--- src/rtl/pwm_seq_ctrl_pkg.sv ---
// Shared types and constants for the PWM profile sequencer.
// Contents: FSM state enum, profile entry layout, repeat-counter width.
// Entry layout is {pr, dc, ph, of, rep} from MSB to LSB at the default 16-bit resolution.
package pwm_seq_ctrl_pkg;

    localparam int PWM_SEQ_REP_W = 8;
    localparam int PWM_SEQ_N     = 16;

    typedef enum logic [1:0] {
        SEQ_IDLE = 2'd0,
        SEQ_LOAD = 2'd1,
        SEQ_ARM  = 2'd2,
        SEQ_RUN  = 2'd3
    } pwm_seq_state_t;

    typedef struct packed {
        logic [PWM_SEQ_N-1:0]     pr;
        logic [PWM_SEQ_N-1:0]     dc;
        logic [PWM_SEQ_N-1:0]     ph;
        logic [PWM_SEQ_N-1:0]     of;
        logic [PWM_SEQ_REP_W-1:0] rep;
    } pwm_seq_entry_t;

endpackage

--- src/rtl/pwm_seq_tbl.sv ---
// Profile table: DEPTH x W register file, one synchronous write port, one combinational read port.
// Ports: sys_clk/sys_rst (sync, active-high, clears all entries), wr_en/wr_addr/wr_data, rd_addr/rd_data.
// A write becomes visible on the read port the cycle after the write edge; no backpressure.
module pwm_seq_tbl #(
    parameter int DEPTH = 8,
    parameter int W     = 72
) (
    input  logic                     sys_clk,
    input  logic                     sys_rst,
    input  logic                     wr_en,
    input  logic [$clog2(DEPTH)-1:0] wr_addr,
    input  logic [W-1:0]             wr_data,
    input  logic [$clog2(DEPTH)-1:0] rd_addr,
    output logic [W-1:0]             rd_data
);

    logic [W-1:0] mem [DEPTH];

    always_ff @(posedge sys_clk) begin
        if (sys_rst) begin
            for (int i = 0; i < DEPTH; i++) begin
                mem[i] <= '0;
            end
        end else if (wr_en) begin
            mem[wr_addr] <= wr_data;
        end
    end

    assign rd_data = mem[rd_addr];

endmodule

--- src/rtl/pwm_seq_ctrl.sv ---
// PWM profile sequencer: steps through the profile table, writing CFG0/CFG1 and setting LD_TRG per entry.
// Ports: sequence control (seq_start/stop/loop/last), table write port, pr_match_event in; cfg/ld_trg strobes and status out.
// Latency: seq_start at edge t gives the LOAD strobes in cycle t+1; each entry lasts rep+1 PWM periods; no backpressure.
module pwm_seq_ctrl #(
    parameter int DATA_WIDTH = 32,
    parameter int N          = 16,
    parameter int DEPTH      = 8
) (
    input  logic                     sys_clk,
    input  logic                     sys_rst,
    input  logic                     seq_start,
    input  logic                     seq_stop,
    input  logic                     seq_loop,
    input  logic [$clog2(DEPTH)-1:0] seq_last,
    input  logic                     tbl_wr_en,
    input  logic [$clog2(DEPTH)-1:0] tbl_wr_addr,
    input  logic [4*N+7:0]           tbl_wr_data,
    input  logic                     pr_match_event,
    output logic                     cfg_wr_en,
    output logic [DATA_WIDTH-1:0]    cfg0_val,
    output logic [DATA_WIDTH-1:0]    cfg1_val,
    output logic                     ld_trg_set,
    output logic                     seq_busy,
    output logic                     seq_done,
    output logic [$clog2(DEPTH)-1:0] seq_idx
);

    import pwm_seq_ctrl_pkg::*;

    localparam int IW = $clog2(DEPTH);
    localparam int RW = PWM_SEQ_REP_W;
    localparam int EW = 4*N + RW;

    pwm_seq_state_t  state;
    logic [RW-1:0]   rep_cnt;
    logic [IW-1:0]   idx_q;
    logic [IW-1:0]   rd_addr;
    logic [EW-1:0]   rd_data;
    logic            enter_load;
    logic            last_entry;

    pwm_seq_tbl #(
        .DEPTH (DEPTH),
        .W     (EW)
    ) u_tbl (
        .sys_clk (sys_clk),
        .sys_rst (sys_rst),
        .wr_en   (tbl_wr_en),
        .wr_addr (tbl_wr_addr),
        .wr_data (tbl_wr_data),
        .rd_addr (rd_addr),
        .rd_data (rd_data)
    );

    assign last_entry = (idx_q == seq_last);

    // The read address always points at the entry that the next LOAD would use:
    // entry 0 from IDLE or on a loop wrap, otherwise the successor of the running entry.
    always_comb begin
        rd_addr = '0;
        if (state == SEQ_RUN && !last_entry) begin
            rd_addr = idx_q + IW'(1);
        end
    end

    // Stop has priority over every transition, including a same-cycle start.
    always_comb begin
        enter_load = 1'b0;
        if (!seq_stop) begin
            if (state == SEQ_IDLE && seq_start) begin
                enter_load = 1'b1;
            end else if (state == SEQ_RUN && rep_cnt == '0 && (!last_entry || seq_loop)) begin
                enter_load = 1'b1;
            end
        end
    end

    always_ff @(posedge sys_clk) begin
        if (sys_rst) begin
            state      <= SEQ_IDLE;
            rep_cnt    <= '0;
            idx_q      <= '0;
            cfg0_val   <= '0;
            cfg1_val   <= '0;
            cfg_wr_en  <= 1'b0;
            ld_trg_set <= 1'b0;
            seq_done   <= 1'b0;
        end else begin
            cfg_wr_en  <= 1'b0;
            ld_trg_set <= 1'b0;
            seq_done   <= 1'b0;

            if (enter_load) begin
                // Table is sampled only here, so edits reach the PWM on the entry's next load.
                state      <= SEQ_LOAD;
                idx_q      <= rd_addr;
                cfg0_val   <= rd_data[EW-1 -: 2*N];
                cfg1_val   <= rd_data[2*N+RW-1 -: 2*N];
                rep_cnt    <= rd_data[RW-1:0];
                cfg_wr_en  <= 1'b1;
                ld_trg_set <= 1'b1;
            end else if (seq_stop) begin
                state <= SEQ_IDLE;
            end else begin
                case (state)
                    SEQ_IDLE: state <= SEQ_IDLE;
                    SEQ_LOAD: state <= SEQ_ARM;
                    // The match in ARM is where the shadows take the new entry; rep_cnt
                    // already holds the entry's rep value from the load.
                    SEQ_ARM: begin
                        if (pr_match_event) begin
                            state <= SEQ_RUN;
                        end
                    end
                    SEQ_RUN: begin
                        if (rep_cnt != '0) begin
                            if (pr_match_event) begin
                                rep_cnt <= rep_cnt - RW'(1);
                            end
                        end else begin
                            // Only the non-looping finish reaches here; the load cases took enter_load.
                            state    <= SEQ_IDLE;
                            seq_done <= 1'b1;
                        end
                    end
                    default: state <= SEQ_IDLE;
                endcase
            end
        end
    end

    assign seq_busy = (state != SEQ_IDLE);
    assign seq_idx  = idx_q;

endmodule

--- config.mk ---
export PLATFORM = sky130hd
export DESIGN_NAME = pwm_seq_ctrl
export DESIGN_NICKNAME = d
export VERILOG_FILES = /design/src/rtl/pwm_seq_ctrl_pkg.sv /design/src/rtl/pwm_seq_tbl.sv /design/src/rtl/pwm_seq_ctrl.sv
export SDC_FILE = /design/constraint.sdc
export NUM_CORES = 1
export LEC_CHECK = 0
export ABC_AREA = 1
export BUFFER_PORTS_ARGS = -buffer_cell sky130_fd_sc_hd__buf_2
export CORE_ASPECT_RATIO = 1.1
export CORE_UTILIZATION = 30
export CTS_BUF_LIST = sky130_fd_sc_hd__clkbuf_8
export CTS_CLUSTER_SIZE = 16
export DETAILED_ROUTE_END_ITERATION = 8
export GPL_TIMING_DRIVEN = 1
export SYNTH_ARGS = -nofsm -noshare
export SYNTH_HDL_FRONTEND = slang
export SYNTH_SLANG_ARGS = --single-unit
--- constraint.sdc ---
create_clock -name sys_clk -period 5.11 [get_ports sys_clk]
set_input_delay 1.022 -clock sys_clk [delete_from_list [all_inputs] [get_ports sys_clk]]
set_output_delay 1.022 -clock sys_clk [all_outputs]
set_load 0.01 [all_outputs]
* Word-level counts from Yosys, hierarchy flattened
Memory sizes are Yosys's and may differ from the RTL's.
Index checks and enable logic that the tools add are counted.
** Cells by class
- Shifts and indexed selects :: 0
- Bitwise operators :: 1
- Multiply operators :: 0
- Multiplexer cells :: 24
- $add $sub $neg :: 2
- Magnitude comparators :: 0
- Eq/ne operators :: 9
- Reduce and logical (&&, ||, !) cells :: 19
- Div/mod/pow operators :: 0
** Operators with widths (count)
- 72-bit 2-to-1 mux :: 1
- 72-bit OR reduction :: 1
- 8-bit 2-to-1 mux :: 5
- 1-bit 2-to-1 mux :: 13
- 8-bit logical NOT :: 1
- 4-bit != test (second input constant) :: 2
- 2-bit one-hot mux with 4 select lines :: 1
- 2-bit nonzero test :: 4
- 8-bit nonzero test :: 1
- 8-bit by 1-bit subtractor with 8-bit output (second input constant) :: 1
- 3-bit 2-to-1 mux :: 2
- 2-bit == test (second input constant) :: 2
- 1-bit logical AND :: 4
- 2-bit 2-to-1 mux :: 2
- 2-bit != test (second input constant) :: 2
- 2-bit AND reduction :: 2
- 4-bit AND reduction :: 1
- 4-bit OR reduction :: 1
- 3-bit by 1-bit adder with 3-bit output (second input constant) :: 1
- 3-bit == test :: 1
- 3-bit OR reduction :: 1
- 2-bit by 1-bit == test with 1-bit output (second input constant) :: 1
- 2-bit logical NOT :: 1
- 2-bit by 1-bit != test with 1-bit output (second input constant) :: 1
- 3 further kinds :: 3
** Storage, ports and cells
- Word-level logic and storage cells :: 64
- Output and inout bits :: 71
- Input port bits :: 85
- Memories kept :: 1
- Bits in writable memories :: 576
- Bits in registers :: 79
- Latch bits :: 0
- Bits in read-only memories :: 0
** Memory list
- u_tbl.mem :: words 8, width 72, rd ports 1, clocked after memory_dff 0, write ports 8, line pwm_seq_tbl.sv:17 : logic [W-1:0] mem [DEPTH];

* Logic depth before layout (Yosys ltp)
- Depth after elaboration :: 9
- Gate-level depth with buffers :: 15
- Mapped depth without buffers :: 13

* Hierarchy
A second synthesis with hierarchy kept.
** Second synthesis, totals
- Cell total of the unflattened synthesis :: 3657
- Area, all modules :: 31398.9 µm²
** Modules (own cells, without submodules)
- pwm_seq_tbl :: seq. area each 17296.6 µm², area each 28165.8 µm², cells an instance 3220, times used 1
- pwm_seq_ctrl :: seq. area each 1581.5 µm², area each 3233.1 µm², cells an instance 437, times used 1

* Least setup slack after synthesis
OpenSTA, ideal clock, no wires.
- Path kind :: input to register
- Start :: in sys_rst
- End :: mem u_tbl.mem[0][0], enable pin
- Setup time :: 0.432 ns
- Arrival time :: 3.277 ns
- Slack :: 1.401 ns
- Cell stages on the path :: 6
- Required time :: 4.678 ns
- Buffers on the path :: 1
- Path through :: inv_1 nand2_1 nor2_1 nand2_1 clkbuf_1 nand2_1
** RTL lines
- start, declared :: line pwm_seq_ctrl.sv:10 : input logic sys_rst,
- end, declared :: line pwm_seq_tbl.sv:17

* Final worst setup path
- Start :: reg idx_q[0] (netlist: seq_idx[0])
- End :: reg cfg0_val[30]
** Between the ends
- Word-level cells in the longest chain between the ends :: 7
- Elaborated cells between the ends (all ways) :: 11
- Classes of those cells :: add/sub: 1; eq/ne: 1; mux: 4; reduce/logical: 4; memory: 1
** Ends and longest elaborated chain
- start, declared :: line pwm_seq_ctrl.sv:36 : logic [IW-1:0] idx_q;
- start signal, assigned :: line pwm_seq_ctrl.sv:96 : idx_q <= rd_addr;
- branches (longest 7 deep; another with memory 8 x 72 bit)
- end signal, assigned :: line pwm_seq_ctrl.sv:97 : cfg0_val <= rd_data[EW-1 -: 2*N];
- end, declared :: line pwm_seq_ctrl.sv:20 : output logic [DATA_WIDTH-1:0] cfg0_val,
Several ways; the timed one is not identified.
A chain may end at the register's enable or synchronous reset.

==> results.md <==
- Register-to-Register Setup Slack: 1.56 ns
- Vias post-DR: 24600
- Tot GR Track Use: 17.6%
- Routed Wire Length: 93500 um
- Chip Width: 310 um
- RePlAce Congestion: 0.772
- Req. time, crit path: 5.76 ns
- Startpoint kind of the worst setup timing path: flop
- Most used cell along the critical path: nand2_1
- Area of the multi-input gates: 0.00938 mm2
- Worst setup path category: reg2reg
- Synthesized net count: 3770
- Max Root-Sink Buffers: 3
- F_max: 0.282 GHz
- Slew HR: 23.4%
- Antenna violations before repair: 9
- Hold Startpoint: state[1]
- Maximum cell stage delay along the critical path: 0.67 ns
- Via count of the first global-routing pass: 23900
- Commonest non-fill, non-tap cell in the layout: nor2_1
- # rows: 124
- Skew final: 0.0269 ns
- Class of the worst hold path: reg2reg
- Yosys cell types: 25
- Final standard cell area without fillers: 0.0355 mm2
- Run status: finished clean
- PnR worst setup slack: 1.56 ns
- Area taken by flip-flops and latches: 0.0189 mm2
- Clock transition at the registers of the reported paths: 0.07 ns
- Total placed instance area: 0.0335 mm2
- Pin count of the biggest net entering global routing: 221
- Post-CTS setup buffers: 0
- Number of buffers created by CTS: 100
- Primary flip-flop cell chosen by synthesis mapping: edfxtp_1
- Tmin final: 3.55 ns
- Gate count of the mapped netlist: 3679
- CTS tree: built
- Total iterations of the first detailed-routing run: 8
- Cell breakdown of the critical path: inv_8, nand2_1, nand2_1, nand3_4, buf_12, and3_4, inv_2, nor2_8, buf_4, nand2_1, nand3_1, nand2_1, inv_1
- Area fraction of the dominant cell type after synthesis: 55.1%
- Routed len/inst: 17.9 um
- Reg-to-reg endpoint: cfg0_val[30]
- Least-Margin Pin Slew: 1.15 ns
- Hold slack final: 0.544 ns
- Worst setup timing slack at the placement stage: 1.09 ns
- Total die area: 0.106 mm2
- Total gr overflow: 0
- Number of endpoints failing setup at the final stage: 0
- Power density over the cells: 323 mW/mm2
- I/O pin count: 156
- Synthesized area divided by synthesized cell count: 8.53 um2
- Clock H-tree levels: 3
- Clock latency on the worst-skew pair: 0.71 ns
- Layout cell share with drive strength beyond 1: 9.63%
- Critical Path End Type: flop
- Iteration-0 DRC count of the detailed router: 1787
- Share of the yosys chip area belonging to registers: 60.2%
- Highest net fanout along the worst path: 151
- Leakage power of the design: 16.7 nW
- IR Drop Worst-Case VDD: 195 uV
- Crit share post-route: 69.4%
- Core Util, Final: 34.2%
- FF-to-FF Start: seq_idx[0]
- CTS root buf: clkbuf_8
- Synthesized area: 0.0314 mm2
- Beginning of the critical path: seq_idx[0]
- Cell type with the largest total area after synthesis: edfxtp_1
- Critical path's slowest cell: nor2_8
- Area delta synth->final: 13.0%
- Logic depth of the worst register-to-register path: 13
- Number of warning messages in the yosys log: 0
- Seq cells post-synth: 655
- Resize count post-CTS: 0
- CTS Hold Bufs: 0
- Via/cell ratio: 4.71
- CTS sink count: 655
- Max Cap Violations: 0
- FFs w/ async S/R, synth: 0%
- Total Neg Setup Slack: 0 ns
- Count of unresolved DRC violations after routing: 0
- Number of flops mapped to enable cells by yosys: 576
- Global-route wire length before repair: 142000 um
- Destination of the critical timing path: cfg0_val[30]
- Post-route antenna net violation count: 0
- Vert. Die Dim: 341 um
- Final-report hold violation count: 0
- Core Area: 0.104 mm2
- Count of port buffers added during placement: 155
- Setup repair after global routing missed its margin: false
- Number of max-slew violations in the final report: 0
- Net total in the final layout: 3837
- Layout filler cell count: 10600
- Data arrival time of the worst path: 4.20 ns
- Initial core utilization: 30.2%
- Synth area leaders: edfxtp_1, nor2_1, nand2_1
- Dpl hpwl: 49600 um
- Commonest non-fill, non-tap cells in the layout: nor2_1, nand2_1, inv_1, edfxtp_1, nand3_1
flip-flops by register name, summed over array words and instances, names as in the netlist:
| register | flops |
|---|---|
| cfg0_val | 32 |
| seq_done | 1 |
| seq_idx | 3 |
| state | 2 |
| ld_trg_set | 1 |
| u_tbl.mem | 576 |
| cfg1_val | 32 |
| rep_cnt | 8 |
cell type report:
cell class	instances	area share (%)
Clock buffer	120	4.66
Tap cell	1386	4.89
Timing Repair Buffer	198	3.38
Clock inverter	67	0.921
Sequential cell	655	53.2
Antenna cell	2	0.0141
Inverter	608	6.46
Multi-Input combinational cell	2183	26.4
per-stage QoR:
| stage | power, mW | cells |
|---|---|---|
| 6_report | 11.5 | 5219 |
| 5_1_grt | 11.9 | 5218 |
| 4_1_cts | 11.5 | 5217 |
| 3_5_place_dp | 7.25 | 5030 |
| 3_3_place_gp | 7.23 | 5030 |
| 2_1_floorplan | 6.88 | 3679 |
synthesized netlist by cell type (6+ instances only):
master      n
nor2_1    875
nand2_1   819
inv_1     603
edfxtp_1  576
nand3_1   224
nand4_1   219
clkbuf_1  137
dfxtp_1    79
buf_2      78
o21ai_0    13
a21oi_1    11
buf_4       9
buf_1       7
ha_1        6
xor2_1      6
worst min path at each step:
| stage | to | depth (start not counted) |
|---|---|---|
| 2_1_floorplan | state[1] | 2 |
| 3_5_place_dp | state[1] | 2 |
| 4_1_cts | state[1] | 2 |
| 6_report | state[1] | 2 |
| 3_3_place_gp | cfg1_val[17] | 4 |
| 5_1_grt | state[1] | 2 |
worst max-delay path, delay by kind of cell, from the launching register on:
kind	cells	cell delay (ns)
AND/OR/NAND/NOR	8	1.61
buffers and inverters	5	1.28
flip-flops	1	0.55
power breakdown:
group / switching (mW) / internal, mW / total [mW]
logic: 0.672 / 0.217 / 0.890
clock network: 2.11 / 2.23 / 4.33
registers: 0.0999 / 6.14 / 6.24
total: 2.88 / 8.58 / 11.5
cells by family after synthesis:
| family | synth area share (%) |
|---|---|
| AO/OA/AOI/OAI | 0.431 |
| XOR/XNOR | 0.195 |
| adder cells (fa/ha/maj) | 0.239 |
| buffers and inverters | 10.5 |
| flip-flops | 60.2 |
| AND/OR/NAND/NOR | 28.5 |
metal layers:
| layer | share of wire [%] | up-vias | track usage, % |
|---|---|---|---|
| li1 | - | 11700 | - |
| met2 | 48 | 804 | 29.5 |
| met4 | 3.1 | 12 | 6.80 |
| met1 | 42 | 11900 | 22.4 |
| met5 | 0.084 | - | 0 |
| met3 | 6.5 | 180 | 3.02 |
Note: power is estimated with default switching activity, not from simulation.
